**src/rtl/frag_lsu_pkg.sv**
```systemverilog
// Shared constants for the load/store unit: access-size encodings and FSM states.
package frag_lsu_pkg;

   localparam logic [2:0] LSU_B  = 3'b000;
   localparam logic [2:0] LSU_H  = 3'b001;
   localparam logic [2:0] LSU_W  = 3'b010;
   localparam logic [2:0] LSU_BU = 3'b100;
   localparam logic [2:0] LSU_HU = 3'b101;

   typedef enum logic {
      ST_IDLE = 1'b0,
      ST_BUSY = 1'b1
   } lsu_state_e;

endpackage

```
**src/rtl/frag_lsu_align.sv**
```systemverilog
// Lane handling: store data replication and byte enables, load lane extraction and extension.
module frag_lsu_align
   import frag_lsu_pkg::*;
(
   input  logic [2:0]  st_funct3,
   input  logic [1:0]  st_off,
   input  logic [31:0] st_data,
   output logic [31:0] st_wdata,
   output logic [3:0]  st_wstrb,
   input  logic [2:0]  ld_funct3,
   input  logic [1:0]  ld_off,
   input  logic [31:0] ld_rdata,
   output logic [31:0] ld_data
);

   logic [7:0]  ld_byte;
   logic [15:0] ld_half;

   always_comb begin
      st_wdata = st_data;
      st_wstrb = 4'b1111;
      case (st_funct3)
         LSU_B, LSU_BU: begin
            st_wdata = {4{st_data[7:0]}};
            st_wstrb = 4'b0001 << st_off;
         end
         LSU_H, LSU_HU: begin
            st_wdata = {2{st_data[15:0]}};
            st_wstrb = st_off[1] ? 4'b1100 : 4'b0011;
         end
         default: ;
      endcase
   end

   always_comb begin
      ld_byte = ld_rdata[{ld_off, 3'b000} +: 8];
      ld_half = ld_rdata[{ld_off[1], 4'b0000} +: 16];
      case (ld_funct3)
         LSU_B:   ld_data = {{24{ld_byte[7]}}, ld_byte};
         LSU_BU:  ld_data = {24'd0, ld_byte};
         LSU_H:   ld_data = {{16{ld_half[15]}}, ld_half};
         LSU_HU:  ld_data = {16'd0, ld_half};
         default: ld_data = ld_rdata;
      endcase
   end

endmodule

```
**src/rtl/frag_lsu.sv**
```systemverilog
// Load/store unit behind the execute ALU: single-outstanding req/ack data bus with writeback.
// state   | meaning
// IDLE    | no access in flight; may accept a new execute result
// BUSY    | bus request outstanding, waiting for dmem_ack
module frag_lsu
   import frag_lsu_pkg::*;
(
   input  logic        sys_clk,
   input  logic        sys_rst,
   input  logic        flag_JorB,
   input  logic        ex_valid,
   input  logic        lsu_ld,
   input  logic        lsu_st,
   input  logic [2:0]  lsu_funct3,
   input  logic [31:0] alu_result,
   input  logic [31:0] store_data,
   input  logic [4:0]  rd_addr,
   output logic        dmem_req,
   output logic        dmem_we,
   output logic [31:0] dmem_addr,
   output logic [3:0]  dmem_wstrb,
   output logic [31:0] dmem_wdata,
   input  logic        dmem_ack,
   input  logic [31:0] dmem_rdata,
   output logic        wb_valid,
   output logic [4:0]  wb_rd,
   output logic [31:0] wb_data,
   output logic        misalign,
   output logic        hold
);

   lsu_state_e  state_q, state_d;
   logic        req_q, req_d;
   logic        we_q, we_d;
   logic [31:0] addr_q, addr_d;
   logic [3:0]  wstrb_q, wstrb_d;
   logic [31:0] wdata_q, wdata_d;
   logic [1:0]  off_q, off_d;
   logic [2:0]  funct3_q, funct3_d;
   logic [4:0]  rd_q, rd_d;
   logic        drop_q, drop_d;
   logic        wb_valid_q, wb_valid_d;
   logic [4:0]  wb_rd_q, wb_rd_d;
   logic [31:0] wb_data_q, wb_data_d;
   logic        misalign_q, misalign_d;

   logic        accept, is_mem, misaligned, issue, drop_now;
   logic [31:0] st_wdata, ld_data;
   logic [3:0]  st_wstrb;

   frag_lsu_align u_align (
      .st_funct3 (lsu_funct3),
      .st_off    (alu_result[1:0]),
      .st_data   (store_data),
      .st_wdata  (st_wdata),
      .st_wstrb  (st_wstrb),
      .ld_funct3 (funct3_q),
      .ld_off    (off_q),
      .ld_rdata  (dmem_rdata),
      .ld_data   (ld_data)
   );

   always_comb begin
      case (lsu_funct3)
         LSU_H, LSU_HU: misaligned = alu_result[0];
         LSU_B, LSU_BU: misaligned = 1'b0;
         default:       misaligned = |alu_result[1:0];
      endcase
   end

   assign is_mem   = lsu_ld | lsu_st;
   assign accept   = (state_q == ST_IDLE) & ex_valid & ~flag_JorB;
   assign issue    = accept & is_mem & ~misaligned;
   // A flush arriving in the ack cycle itself still squashes the writeback.
   assign drop_now = drop_q | flag_JorB;
   assign hold     = issue | ((state_q == ST_BUSY) & ~dmem_ack);

   always_comb begin
      state_d    = state_q;
      req_d      = req_q;
      we_d       = we_q;
      addr_d     = addr_q;
      wstrb_d    = wstrb_q;
      wdata_d    = wdata_q;
      off_d      = off_q;
      funct3_d   = funct3_q;
      rd_d       = rd_q;
      drop_d     = drop_q;
      wb_valid_d = 1'b0;
      wb_rd_d    = wb_rd_q;
      wb_data_d  = wb_data_q;
      misalign_d = 1'b0;
      case (state_q)
         ST_IDLE: begin
            if (accept) begin
               if (!is_mem) begin
                  wb_valid_d = 1'b1;
                  wb_data_d  = alu_result;
                  wb_rd_d    = rd_addr;
               end else if (misaligned) begin
                  misalign_d = 1'b1;
               end else begin
                  state_d  = ST_BUSY;
                  req_d    = 1'b1;
                  we_d     = lsu_st;
                  addr_d   = {alu_result[31:2], 2'b00};
                  wstrb_d  = lsu_st ? st_wstrb : 4'b0000;
                  wdata_d  = st_wdata;
                  off_d    = alu_result[1:0];
                  funct3_d = lsu_funct3;
                  rd_d     = rd_addr;
                  drop_d   = 1'b0;
               end
            end
         end
         ST_BUSY: begin
            drop_d = drop_now;
            if (dmem_ack) begin
               state_d = ST_IDLE;
               req_d   = 1'b0;
               drop_d  = 1'b0;
               if (!we_q && !drop_now) begin
                  wb_valid_d = 1'b1;
                  wb_data_d  = ld_data;
                  wb_rd_d    = rd_q;
               end
            end
         end
         default: state_d = ST_IDLE;
      endcase
   end

   always_ff @(posedge sys_clk) begin
      if (sys_rst) begin
         state_q    <= ST_IDLE;
         req_q      <= 1'b0;
         we_q       <= 1'b0;
         addr_q     <= '0;
         wstrb_q    <= '0;
         wdata_q    <= '0;
         off_q      <= '0;
         funct3_q   <= '0;
         rd_q       <= '0;
         drop_q     <= 1'b0;
         wb_valid_q <= 1'b0;
         wb_rd_q    <= '0;
         wb_data_q  <= '0;
         misalign_q <= 1'b0;
      end else begin
         state_q    <= state_d;
         req_q      <= req_d;
         we_q       <= we_d;
         addr_q     <= addr_d;
         wstrb_q    <= wstrb_d;
         wdata_q    <= wdata_d;
         off_q      <= off_d;
         funct3_q   <= funct3_d;
         rd_q       <= rd_d;
         drop_q     <= drop_d;
         wb_valid_q <= wb_valid_d;
         wb_rd_q    <= wb_rd_d;
         wb_data_q  <= wb_data_d;
         misalign_q <= misalign_d;
      end
   end

   assign dmem_req   = req_q;
   assign dmem_we    = we_q;
   assign dmem_addr  = addr_q;
   assign dmem_wstrb = wstrb_q;
   assign dmem_wdata = wdata_q;
   assign wb_valid   = wb_valid_q;
   assign wb_rd      = wb_rd_q;
   assign wb_data    = wb_data_q;
   assign misalign   = misalign_q;

endmodule

```
**config.mk**
```make
export PLATFORM = sky130hd
export DESIGN_NAME = frag_lsu
export DESIGN_NICKNAME = d
export VERILOG_FILES = /design/src/rtl/frag_lsu_pkg.sv /design/src/rtl/frag_lsu_align.sv /design/src/rtl/frag_lsu.sv
export SDC_FILE = /design/constraint.sdc
export NUM_CORES = 1
export LEC_CHECK = 0
export CAP_MARGIN = 20
export CORE_ASPECT_RATIO = 0.5
export CORE_MARGIN = 8
export CORE_UTILIZATION = 38
export CTS_CLUSTER_DIAMETER = 40
export DETAILED_ROUTE_END_ITERATION = 10
export PLACE_DENSITY = 0.7
export SETUP_SLACK_MARGIN = 0.1
export SKIP_CTS_REPAIR_TIMING = 1
export SYNTH_ARGS = -nofsm -noshare
export SYNTH_HDL_FRONTEND = slang
export SYNTH_HIERARCHICAL = 1
export SYNTH_SLANG_ARGS = --single-unit
```
**constraint.sdc**
```tcl
create_clock -name sys_clk -period 2.22 [get_ports sys_clk]
set_clock_uncertainty 0.15 [all_clocks]
set_input_delay 0.333 -clock sys_clk [delete_from_list [all_inputs] [get_ports sys_clk]]
set_output_delay 0.333 -clock sys_clk [all_outputs]
set_load 0.01 [all_outputs]
```
# [Word-level counts from Yosys, hierarchy flattened]
# Index checks and enable logic that the tools add are counted.
[op_classes] mux=37 addsub=0 reduce_logical=13 magnitude_cmp=0 mul=0 n_bitwise=14 shifts=3 div=0 n_eq_ne=12
[ops] op="$mux W32" n=4
[ops] op="$pmux W32 S2" n=2
[ops] op="$pmux W32 S4" n=1
[ops] op="$shiftx A32 B6 Y16" n=1
[ops] op="$shiftx A32 B6 Y8" n=1
[ops] op="$mux W5" n=4
[ops] op="$mux W1" n=17
[ops] op="$eq A3 B3 Y1 const B" n=4
[ops] op="$reduce_and A4 Y1" n=3
[ops] op="$ne A2 B2 Y1 const B" n=5
[ops] op="$pmux W1 S2" n=5
[ops] op="$pmux W5 S2" n=1
[ops] op="$mux W4" n=2
[ops] op="$pmux W4 S2" n=1
[ops] op="$eq A3 B1 Y1 const B" n=2
[ops] op="$logic_not A3 Y1" n=2
[ops] op="$not A1 Y1" n=6
[ops] op="$reduce_or A2 Y1" n=3
[ops] op="$and A1 B1 Y1" n=5
[ops] op="$reduce_or A4 Y1" n=1
[ops] op="$shl A1 B2 Y4 const A" n=1
[ops] op="$or A1 B1 Y1" n=3
[ops] op="$reduce_and A3 Y1" n=1
[ops] op="$logic_not A1 Y1" n=2
[ops] op="2 further kinds" n=2
[word_totals] mem_count=0 mem_bits_rw=0 in_bits=111 register_bits=119 romBits=0 latch_bits=0 output_inout_bits=110

# [Logic depth before layout (Yosys ltp)]
# Gate-level depths: netlist of the first run.
[depth] ltp_word=7 ltp_mapped=8

# [Modules after synthesis]
# Netlist of the first run, hierarchy kept.
[modules_own_cells] module="frag_lsu" cells_each=569 seq_area_each_um2=2382.3 area_per_inst_um2=5703.0 n_inst=1
[modules_own_cells] module="frag_lsu_align" cells_each=178 seq_area_each_um2=0.0 area_per_inst_um2=1242.4 n_inst=1

# [Worst setup path before layout of the first run]
# Ideal clock, no wire load.
[synth_timing] kind="reg-to-reg" from="register off_q[1]" to="register wb_data_q[12] (netlist: wb_data[12])" path_buffers=2 synth_period_minus_slack_ns=2.159 required_time_ns=1.949 setup_ns=0.121 t_arrival_ns=1.888 path_stages_with_launch=9 setup_slack_ns=0.061 cell_sequence="dfxtp_1 buf_6 mux4_2 and2_4 buf_6 a221o_1 mux2i_1 nor2_1 mux2_2"
[synth_between] elab_chain_len=5 word_cells_on_any_way=6 cone_classes="shift: 2; mux: 4"
[synth_rtl] item="start: declaration" line_no="frag_lsu.sv:38" text="logic [1:0] off_q, off_d;"
[synth_rtl] item="start signal: assignment" line_no="frag_lsu.sv:141" text="off_q <= '0;"
[synth_rtl] item="start signal: assignment" line_no="frag_lsu.sv:156" text="off_q <= off_d;"
[synth_rtl] item="$shiftx A32 B6 Y16 / $shiftx A32 B6 Y8 (equally long branches)" line_no="frag_lsu_align.sv:37, frag_lsu_align.sv:36"
[synth_rtl] item="$pmux W32 S4 *" line_no="frag_lsu_align.sv:38" text="case (ld_funct3)"
[synth_rtl] item="net ld_data[12]" line_no="frag_lsu.sv:48" text="logic [31:0] st_wdata, ld_data;"
[synth_rtl] item="$mux W32 *" line_no="frag_lsu.sv:122" text="if (!we_q && !drop_now) begin"
[synth_rtl] item="$mux W32 *" line_no="frag_lsu.sv:118" text="if (dmem_ack) begin"
[synth_rtl] item="$pmux W32 S2 *" line_no="frag_lsu.sv:93" text="case (state_q)"
[synth_rtl] item="end signal: assignment" line_no="frag_lsu.sv:162" text="wb_data_q <= wb_data_d;"
[synth_rtl] item="end: declaration" line_no="frag_lsu.sv:44" text="logic [31:0] wb_data_q, wb_data_d;"
# Mark *: on every way through the listed nets, which the timed path passes. The rest lies on a longest branch. The select of a mux whose other input is x is not followed.
# A chain may end at the register's enable or synchronous reset.

# [Final worst setup path of the first run]
[layout_timing] from="register off_q[1]" to="register wb_data_q[17] (netlist: wb_data[17])"
# Same word-level chain as after synthesis.

==> results of run 1 <==
cell type report:
type	instances	area (um2)
clock buffer	18	439
clock inverter	14	224
fill	1594	7980
inverter	7	26.3
multi-input combinational	550	4210
sequential	119	2390
tap	240	300
timing repair buffer	261	2610
layout by cell type (no fill, tap or decap), types with 3 or more instances in the layout:
cell type	synthesis	final
a21o_1	8	8
a221o_1	8	8
nor2b_1	43	42
a221oi_1	5	5
a21oi_1	4	4
mux2_4	0	12
o21bai_1	3	3
mux2i_1	130	129
inv_1	7	7
clkdlybuf4s50_1	0	216
nand2b_1	153	153
nand2_2	1	5
nand2_4	0	3
buf_12	0	8
nand3b_1	11	11
clkinv_4	0	6
a22o_1	7	7
clkbuf_16	0	17
nor2_1	42	42
nand2_1	44	37
mux2_2	55	43
buf_4	15	36
a211oi_1	6	6
o21ai_0	9	8
bufinv_16	0	5
dfxtp_1	119	116
metal layers:
metal | wire length (um) | part of all wire [%] | global-route usage (%) | vias to the layer above
met4 | 502 | 2.4 | 6.73 | 0
met3 | 894 | 4.2 | 4.49 | 33
li1 | - | - | - | 2925
met5 | 0 | 0 | 0 | -
met1 | 9220 | 44 | 21.2 | 2788
met2 | 10500 | 50 | 30.5 | 131
worst max path at each step:
| stage | endpoint | slack [ps] | depth (start not counted) |
|---|---|---|---|
| 4_1_cts | hold | -80 | 4 |
| 2_1_floorplan | wb_data[12] | 80 | 8 |
| 3_3_place_gp | wb_data[31] | -250 | 8 |
| 6_report | wb_data[17] | 60 | 7 |
| 5_1_grt | wb_data[17] | 2 | 7 |
| 3_5_place_dp | wb_data[14] | -300 | 7 |
Yosys cell counts, types with 2 or more instances:
cell	number
nor2_1	42
buf_6	7
nand3b_1	11
mux2_2	55
buf_4	15
buf_8	3
nor2b_1	43
nand4_1	2
o22a_1	2
nor3_1	2
a22o_1	7
a221oi_1	5
nor3b_1	2
nand2_1	44
mux2i_1	130
o21bai_1	3
o21ai_0	9
a221o_1	8
inv_1	7
a211oi_1	6
a21o_1	8
buf_2	10
a21oi_1	4
nand2b_1	153
clkbuf_1	36
dfxtp_1	119
state kept, by name (all words and copies together), names as in the netlist:
register	cells
misalign	1
dmem_addr	30
dmem_wdata	32
rd_q	5
off_q	2
wb_valid	1
drop_q	1
wb_rd	5
dmem_req	1
wb_data	32
dmem_wstrb	4
dmem_we	1
state_q	1
funct3_q	3
per-stage QoR:
| step | instance area, um2 | setup WS [ps] |
|---|---|---|
| after floorplan | 6950 | 79.4 |
| after detailed placement | 9440 | -298 |
| after global placement | 9440 | -252 |
| after global routing | 10200 | 2.16 |
| final | 10200 | 58.2 |
| after CTS | 10100 | -81.2 |
worst min-delay path, delay by kind of cell:
kind / cells / cell delay, ps
muxes: 1 / 140
buffers and inverters: 1 / 220
and+or+nand+nor: 1 / 130
logic make-up (layout without fill, tap and decap cells):
family,Yosys count,count (layout)
AO/OA/AOI/OAI,56,56
other,1,2
buffers and inverters,79,300
multiplexers,186,186
AND/OR/NAND/NOR,306,306
flip-flops,119,119
power by group through the flow:
stage | registers (W) | clock network [W] | logic (W)
final | 0.00224 | 0.00313 | 0.00104
after global routing | 0.00225 | 0.00330 | 0.00112
after CTS | 0.00224 | 0.00320 | 0.00103
after detailed placement | 0.00229 | 0 | 0.00103
after global placement | 0.00229 | 0 | 0.00101
after floorplan | 0.00231 | 0 | 0.000509
==> flow_summary_export.csv, run 1 <==
group,metric,value,unit
cts,cts.reportedPaths.clkPinSlew,60,ps
routing,drt-initial-drc-count,243,
sta,grt_setup_unrepaired,"yes",
critical_path,crit_type,"reg2reg",
global_route,grt_pass1_vias,6093,
logic_synthesis,async_flop_share,0,%
logic_synthesis,synthXorXnorAreaFrac,0,%
sta,setup_viol,0,
critical_path,worstPathMaxFanout,16,
routing,routed_wirelength,21.1,mm
power_and_ir_drop,p_int,0.00483,W
sta,fin_crit_sh,97.4,%
logic_synthesis,muxShareOfSynthArea,28.0,%
place,placed_cells,1177,
critical_path,startpoint,"off_q[1]",
sta,fmax,463,MHz
critical_path,path_cells,"mux4_2 > a22oi_2 > buf_12 > nand2_2 > mux2i_1 > nor2_1 > mux2_4",
sta,drv_slew,0,
hold_path,hp-class,"in2reg",
logic_synthesis,ys.flop_type,"dfxtp_1",
cts,clockBufferDepth,2,
outcome,outcome,"completed",
die,dieHeight,112,um
power_and_ir_drop,power_frac_clock,48.8,%
place,numPortBuffers,218,
cts,clkLatencyLatePin,420,ps
routing,ant_nets,0,
cts,cts-root-buf,"clkbuf_16",
sta,hold_violations,0,
critical_path,critical_path.max_stage_delay,560,ps
die,initial_core_util,38.2,%
logic_synthesis,synth_top_family_by_area,"multiplexers",
layout,layout-drive-gt1-share,15.5,%
die,die_w,207,um
layout,finish.utilization,56.1,%
logic_synthesis,yosysWarnings,6,
critical_path,r2r-end,"wb_data[17]",
critical_path,worstPathRequired,2370,ps
global_route,antenna_found_initial,0,
logic_synthesis,synth_area_leaders,"dfxtp_1 (34%), mux2i_1 (19%), nand2b_1 (14%)",
critical_path,r2r_slack,60,ps
hold_path,hold_start,"sys_rst",
power_and_ir_drop,p_seq_share,35.0,%
logic_synthesis,ys_types,40,
routing,wl_per_cell,17.5,um
sta,timing.slew.headroom,55.6,%
logic_synthesis,avgSynthCellArea,9.30,um2
critical_path,rr_worst_depth,7,
power_and_ir_drop,power_frac_comb,16.2,%
routing,dr.pass1.iters,5,
global_route,grtUsageTotal,17.7,%
place,finalWeightedCongestion,0.927,
logic_synthesis,syn_inst,747,
layout,area_delta_synth_final,46.7,%
cts,cts_sinks,119,
logic_synthesis,synthAdderAreaFrac,0,%
logic_synthesis,synth-compound-area-share,6.22,%
routing,via_count,5877,
logic_synthesis,yosys.area_share.simple,25.0,%
layout,antennaDiodeCount,0,
logic_synthesis,yosysTopAreaCellShare,34.3,%
power_and_ir_drop,power.switching,0.00158,W
logic_synthesis,synth-seq-cells,119,
critical_path,path_delay_family,"multiplexers",
hold_path,whs_path_depth,3,
die,core_area,18200,um2
global_route,grt_pass1_wl,33.4,mm
sta,fin_hold_ws,292,ps
critical_path,crit_slowest_cell,"mux4_2",
global_route,grt.overflow.total,0,
sta,period_needed,2160,ps
cts,htree_levels,4,
critical_path,cp-start-kind,"register",
run,cap_violations,0,
power_and_ir_drop,power,0.00641,W
routing,drc_errors,0,
cts,tritoncts,"yes",
place,dp_hpwl,16.0,mm
power_and_ir_drop,p_per_area,629,nW/um2
global_route,grt_max_degree,63,
logic_synthesis,seq_area_frac_synth,34.3,%
routing,vias_per_cell,4.86,
critical_path,worst-path-buf-inv,1,
sta,tns,0,ps
logic_synthesis,yosys.area.top_type,"dfxtp_1",
power_and_ir_drop,vdd_drop_max,0.518,mV
sta,tightest_slew,666,ps
hold_path,holdPathEnd,"wb_data[5]",
critical_path,worstSetupEndpointType,"register",
critical_path,cp.arrival,2310,ps
power_and_ir_drop,swShare,24.6,%
logic_synthesis,synth_area,6950,um2
die,dieArea,23100,um2
power_and_ir_drop,leakage,3.82,nW
die,ios,221,
logic_synthesis,synth_edf_count,0,
cts,numCtsBuffers,17,
die,rows,35,
layout,finalNonFillerCells,1209,
critical_path,timing.rr.start,"off_q[1]",
layout,nets,1067,
No activity file was read; power rests on OpenSTA's default activity.
==> inputs of run 2 (changes only) <==
Settings changed: SETUP_SLACK_MARGIN 0.1 to unset.
Clock period 2.22 ns to 1.9 ns, I/O delays scaled along.
==> run 2 against run 1 <==
- the run now ends with negative setup slack left
- sequential cell count is the same
- sequential share of layout area shrank 0.070 points
- register-to-register slack lost 320 ps
- die area is the same
- routed wire length grew 1.8%
- utilization grew 0.11 points
- critical endpoint is now wb_data[14]
- largest cell class unchanged
- largest power group unchanged
- highest routed layer unchanged
==> flow_summary_export.csv, run 2 (same netlist as run 1, synthesis figures left out) <==
group,metric,value,unit
outcome,outcome,"complete, but fails checks",
outcome,violations,"negative setup slack",
cts,cts.reportedPaths.clkPinSlew,60,ps
place,finalWeightedCongestion,0.901,
power_and_ir_drop,power_frac_clock,44.7,%
layout,final_common_cell,"clkdlybuf4s50_1",
power_and_ir_drop,power,0.00696,W
layout,area_delta_synth_final,47.0,%
global_route,grtUsageTotal,18.3,%
layout,fillers,1623,
place,pre_cts_slack,-561,ps
critical_path,cp-start-kind,"register",
routing,drc_errors,0,
die,die_w,207,um
layout,nets,1095,
routing,ant_nets,0,
cts,cts_sinks,119,
die,dieArea,23100,um2
critical_path,worstSetupEndpointType,"register",
layout,layout-drive-gt1-share,17.3,%
global_route,grt-busiest-layer,"met2",
sta,hold_violations,0,
routing,vias_per_cell,4.80,
critical_path,worstPathRequired,2050,ps
cts,clockBufferDepth,2,
sta,drv_slew,0,
cts,numCtsBuffers,17,
die,dieHeight,112,um
power_and_ir_drop,vdd_drop_max,0.686,mV
sta,period_needed,2160,ps
routing,drt-initial-drc-count,251,
power_and_ir_drop,leakage,3.83,nW
sta,grt_setup_unrepaired,"yes",
power_and_ir_drop,p_seq_share,37.6,%
global_route,use_met1,21.6,%
place,numPortBuffers,218,
die,initial_core_util,38.2,%
sta,timing.final.ws_setup,-259,ps
die,rows,35,
global_route,antenna_found_initial,1,
sta,timing.slew.headroom,65.0,%
layout,final_cell_mix,"clkdlybuf4s50_1 (216), nand2b_1 (153), mux2i_1 (130)",
cts,cts-root-buf,"clkbuf_16",
hold_path,hp-class,"in2reg",
cts,tritoncts,"yes",
routing,wl_per_cell,17.4,um
critical_path,cp.arrival,2300,ps
sta,fin_hold_ws,172,ps
power_and_ir_drop,power_frac_comb,17.7,%
global_route,grt_pass1_vias,6185,
die,ios,221,
die,core_area,18200,um2
run,cap_violations,0,
place,dp_hpwl,16.5,mm
power_and_ir_drop,swShare,26.3,%
sta,setup_viol,30,
routing,via_count,5943,
cts,clkLatencyLatePin,410,ps
critical_path,worstPathMaxFanout,8,
critical_path,crit_type,"reg2reg",
sta,tightest_slew,523,ps
sta,fin_crit_sh,114,%
routing,dr.pass1.iters,5,
cts,htree_levels,4,
power_and_ir_drop,p_per_area,681,nW/um2
global_route,grt_max_degree,67,
power_and_ir_drop,power.switching,0.00183,W
power_and_ir_drop,p_int,0.00513,W
layout,design_area,10200,um2
global_route,grt.overflow.total,0,
global_route,met3_usage,5.05,%
place,dpl_cell_area,9630,um2
routing,routed_wirelength,21.5,mm
global_route,grt_util_met2,31.6,%
global_route,grt_pass1_wl,34.2,mm
sta,fmax,463,MHz
## run 2: critical path, cell delays in order (launching register included)
cell and delay (ps):
dfxtp_2 360, mux4_2 570, and2_4 200, a221o_1 280, mux2i_1 170, nor2_1 50
mux2_2 260
## run 2: worst paths after layout
kind | startpoint | to | slack (ps) | cells after the start
worst max register to register | off_q[1] | wb_data[14] | -260 | 6
worst min-delay path | sys_rst | off_q[0] | 170 | 3
worst max-delay path | off_q[1] | wb_data[14] | -260 | 6
worst min register to register | dmem_req | dmem_req | 310 | 2
## run 2: layout make-up
type                       instances  area [um2]  share of cell area, %
antenna                            1        2.50                 0.0245
clock buffer                      18         439                   4.30
clock inverter                    14         128                   1.25
inverter                           7        30.0                  0.294
multi-input combinational        550        4130                   40.4
sequential                       119        2390                   23.4
tap                              240         300                   2.94
timing repair buffer             288        2790                   27.3
timing repair inverter             1        7.51                 0.0735
## run 2: layer usage
metal  wire, um  share of wire, %
met2      10600                50
met5          0                 0
met4        447               2.1
met3        961               4.5
met1       9440                44
## run 2: per-stage QoR
step                cells  TNS, ps  utilization [%]
global placement     1204   -30860             53.0
CTS                  1236    -5480             56.1
detailed placement   1204   -35000             53.0
global route         1238    -7230             56.2
floorplan             748    -4920                -
finish               1238    -5000             56.2
## run 2: power by group through the flow
stage	combinational, W	sequential (W)	clock, W
2_1_floorplan	0.000595	0.00270	0
3_3_place_gp	0.00123	0.00267	0
3_5_place_dp	0.00124	0.00267	0
4_1_cts	0.00125	0.00262	0.00319
5_1_grt	0.00133	0.00263	0.00332
6_report	0.00123	0.00262	0.00311
==> inputs of run 3 (changes only) <==
Settings changed: CORE_MARGIN 8 to 1.5, CTS_CLUSTER_SIZE set to 30.
==> run 3 against run 2 <==
- the run ends with design-rule violations, negative setup slack left
- clock-buffer cell count rose by 3
- sequential cell count did not move
- critical path depth rose by 1
- register-to-register slack barely moved
- combinational power barely moved
- clock power fell by 8.0%
- fmax fell by 0.44%
- first-iteration DRC count rose by 7.6%
- setup slack got worse by 9.5 ps
- sequential power barely moved
- hold slack improved by 48 ps
- total power fell by 3.7%
- largest cell class unchanged
==> flow_summary_export.csv, run 3 (same netlist as run 1, synthesis figures left out) <==
group,metric,value,unit
outcome,outcome,"complete, but fails checks",
outcome,violations,"design-rule violations, negative setup slack",
global_route,grt_pass1_vias,5964,
sta,fmax,461,MHz
global_route,grt_max_degree,131,
critical_path,cp-start-kind,"register",
critical_path,worstPathMaxFanout,9,
layout,finalNonFillerCells,1219,
die,dieArea,19100,um2
sta,drv_slew,0,
cts,numCtsBuffers,17,
power_and_ir_drop,p_per_area,661,nW/um2
cts,tritoncts,"yes",
layout,area_delta_synth_final,45.9,%
critical_path,crit_type,"reg2reg",
layout,antennaDiodeCount,0,
die,initial_core_util,39.4,%
sta,setup_viol,27,
routing,drt-initial-drc-count,270,
die,core_area,17600,um2
routing,via_count,5921,
power_and_ir_drop,vdd_drop_max,0.592,mV
power_and_ir_drop,leakage,3.80,nW
global_route,grt_pass1_wl,31.6,mm
global_route,antenna_found_initial,0,
layout,multi_input_area,4190,um2
sta,tightest_slew,645,ps
critical_path,timing.rr.start,"off_q[1]",
routing,wl_per_cell,16.4,um
die,rows,34,
die,ios,221,
layout,final_common_cell,"clkdlybuf4s50_1",
die,die_w,194,um
sta,fin_crit_sh,114,%
sta,hold_violations,0,
global_route,grt.overflow.total,0,
critical_path,worstSetupEndpointType,"register",
routing,ant_nets,0,
run,cap_violations,0,
cts,htree_levels,4,
place,dp_hpwl,14.5,mm
routing,drc_errors,8,
hold_path,hold_start,"ex_valid",
cts,cts-root-buf,"clkbuf_16",
layout,design_area,10100,um2
critical_path,r2r-end,"wb_data[21]",
sta,timing.slew.headroom,57.0,%
sta,timing.final.ws_setup,-269,ps
sta,grt_setup_unrepaired,"yes",
cts,cts.reportedPaths.clkPinSlew,60,ps
layout,finish.utilization,57.5,%
layout,seqCellArea,2390,um2
routing,dr.pass1.iters,7,
place,placed_cells,1187,
die,dieHeight,98.6,um
hold_path,whs_path_depth,4,
sta,period_needed,2170,ps
critical_path,r2r_slack,-270,ps
place,numPortBuffers,218,
cts,clockBufferDepth,2,
critical_path,worstPathRequired,2050,ps
global_route,grtUsageTotal,20.9,%
hold_path,holdPathEnd,"drop_q",
place,dpl_cell_area,9540,um2
critical_path,rr_worst_depth,7,
routing,vias_per_cell,4.86,
routing,routed_wirelength,20.0,mm
layout,nets,1084,
cts,cts_sinks,119,
layout,fillers,1560,
layout,layout-drive-gt1-share,16.8,%
critical_path,cp.arrival,2320,ps
hold_path,hp-class,"in2reg",
place,finalWeightedCongestion,0.861,
cts,clkLatencyLatePin,410,ps
layout,final_cell_mix,"clkdlybuf4s50_1 (215), nand2b_1 (153), mux2i_1 (130)",
run 3: worst max-delay path by stage:
stage | depth (start not counted) | to | slack (ps) | start
2_1_floorplan | 8 | wb_data[12] | -240 | off_q[1]
3_3_place_gp | 8 | wb_data[17] | -510 | dmem_rdata[31]
3_5_place_dp | 8 | wb_data[21] | -610 | dmem_rdata[31]
4_1_cts | 5 | hold | -370 | alu_result[1]
5_1_grt | 7 | wb_data[21] | -320 | off_q[1]
6_report | 7 | wb_data[21] | -270 | off_q[1]
run 3: routing by layer:
layer	up-vias	part of all wire, %	global-route usage [%]
li1	2956	-	-
met1	2800	44	25.4
met2	139	49	36.1
met3	26	5.5	5.72
met4	0	1.4	6.85
met5	-	0	0
run 3: area by class of cell:
type	count	share of cell area (%)
Clock inverter	10	0.568
Sequential cell	119	23.5
Multi-Input combinational cell	550	41.4
Inverter	7	0.296
Timing Repair Buffer	277	26.8
Clock buffer	21	4.44
Timing Repair inverter	1	0.0741
Tap cell	234	2.89
run 3: report_power, final:
group / internal, W / total, W / switching, W
Clock: 0.00167 / 0.00286 / 0.00118
Combinational: 0.000707 / 0.00123 / 0.000519
Sequential: 0.00257 / 0.00262 / 0.0000418
run 3: stage by stage:
step	total power [W]	hold WS (ps)	TNS [ps]	worst slack (ps)
floorplan	0.00329	283	-4920	-241
global placement	0.00386	298	-32870	-510
detailed placement	0.00388	310	-36970	-609
CTS	0.00677	234	-5410	-367
global route	0.00699	259	-7550	-323
finish	0.00670	219	-4940	-269
run 3: critical path, stage by stage (launching register included):
cell     delay [ps]
dfxtp_2         350
mux4_2          560
a22oi_2         230
buf_6           170
nand2_1          70
mux2i_1         190
nor2_1           70
mux2_2          270
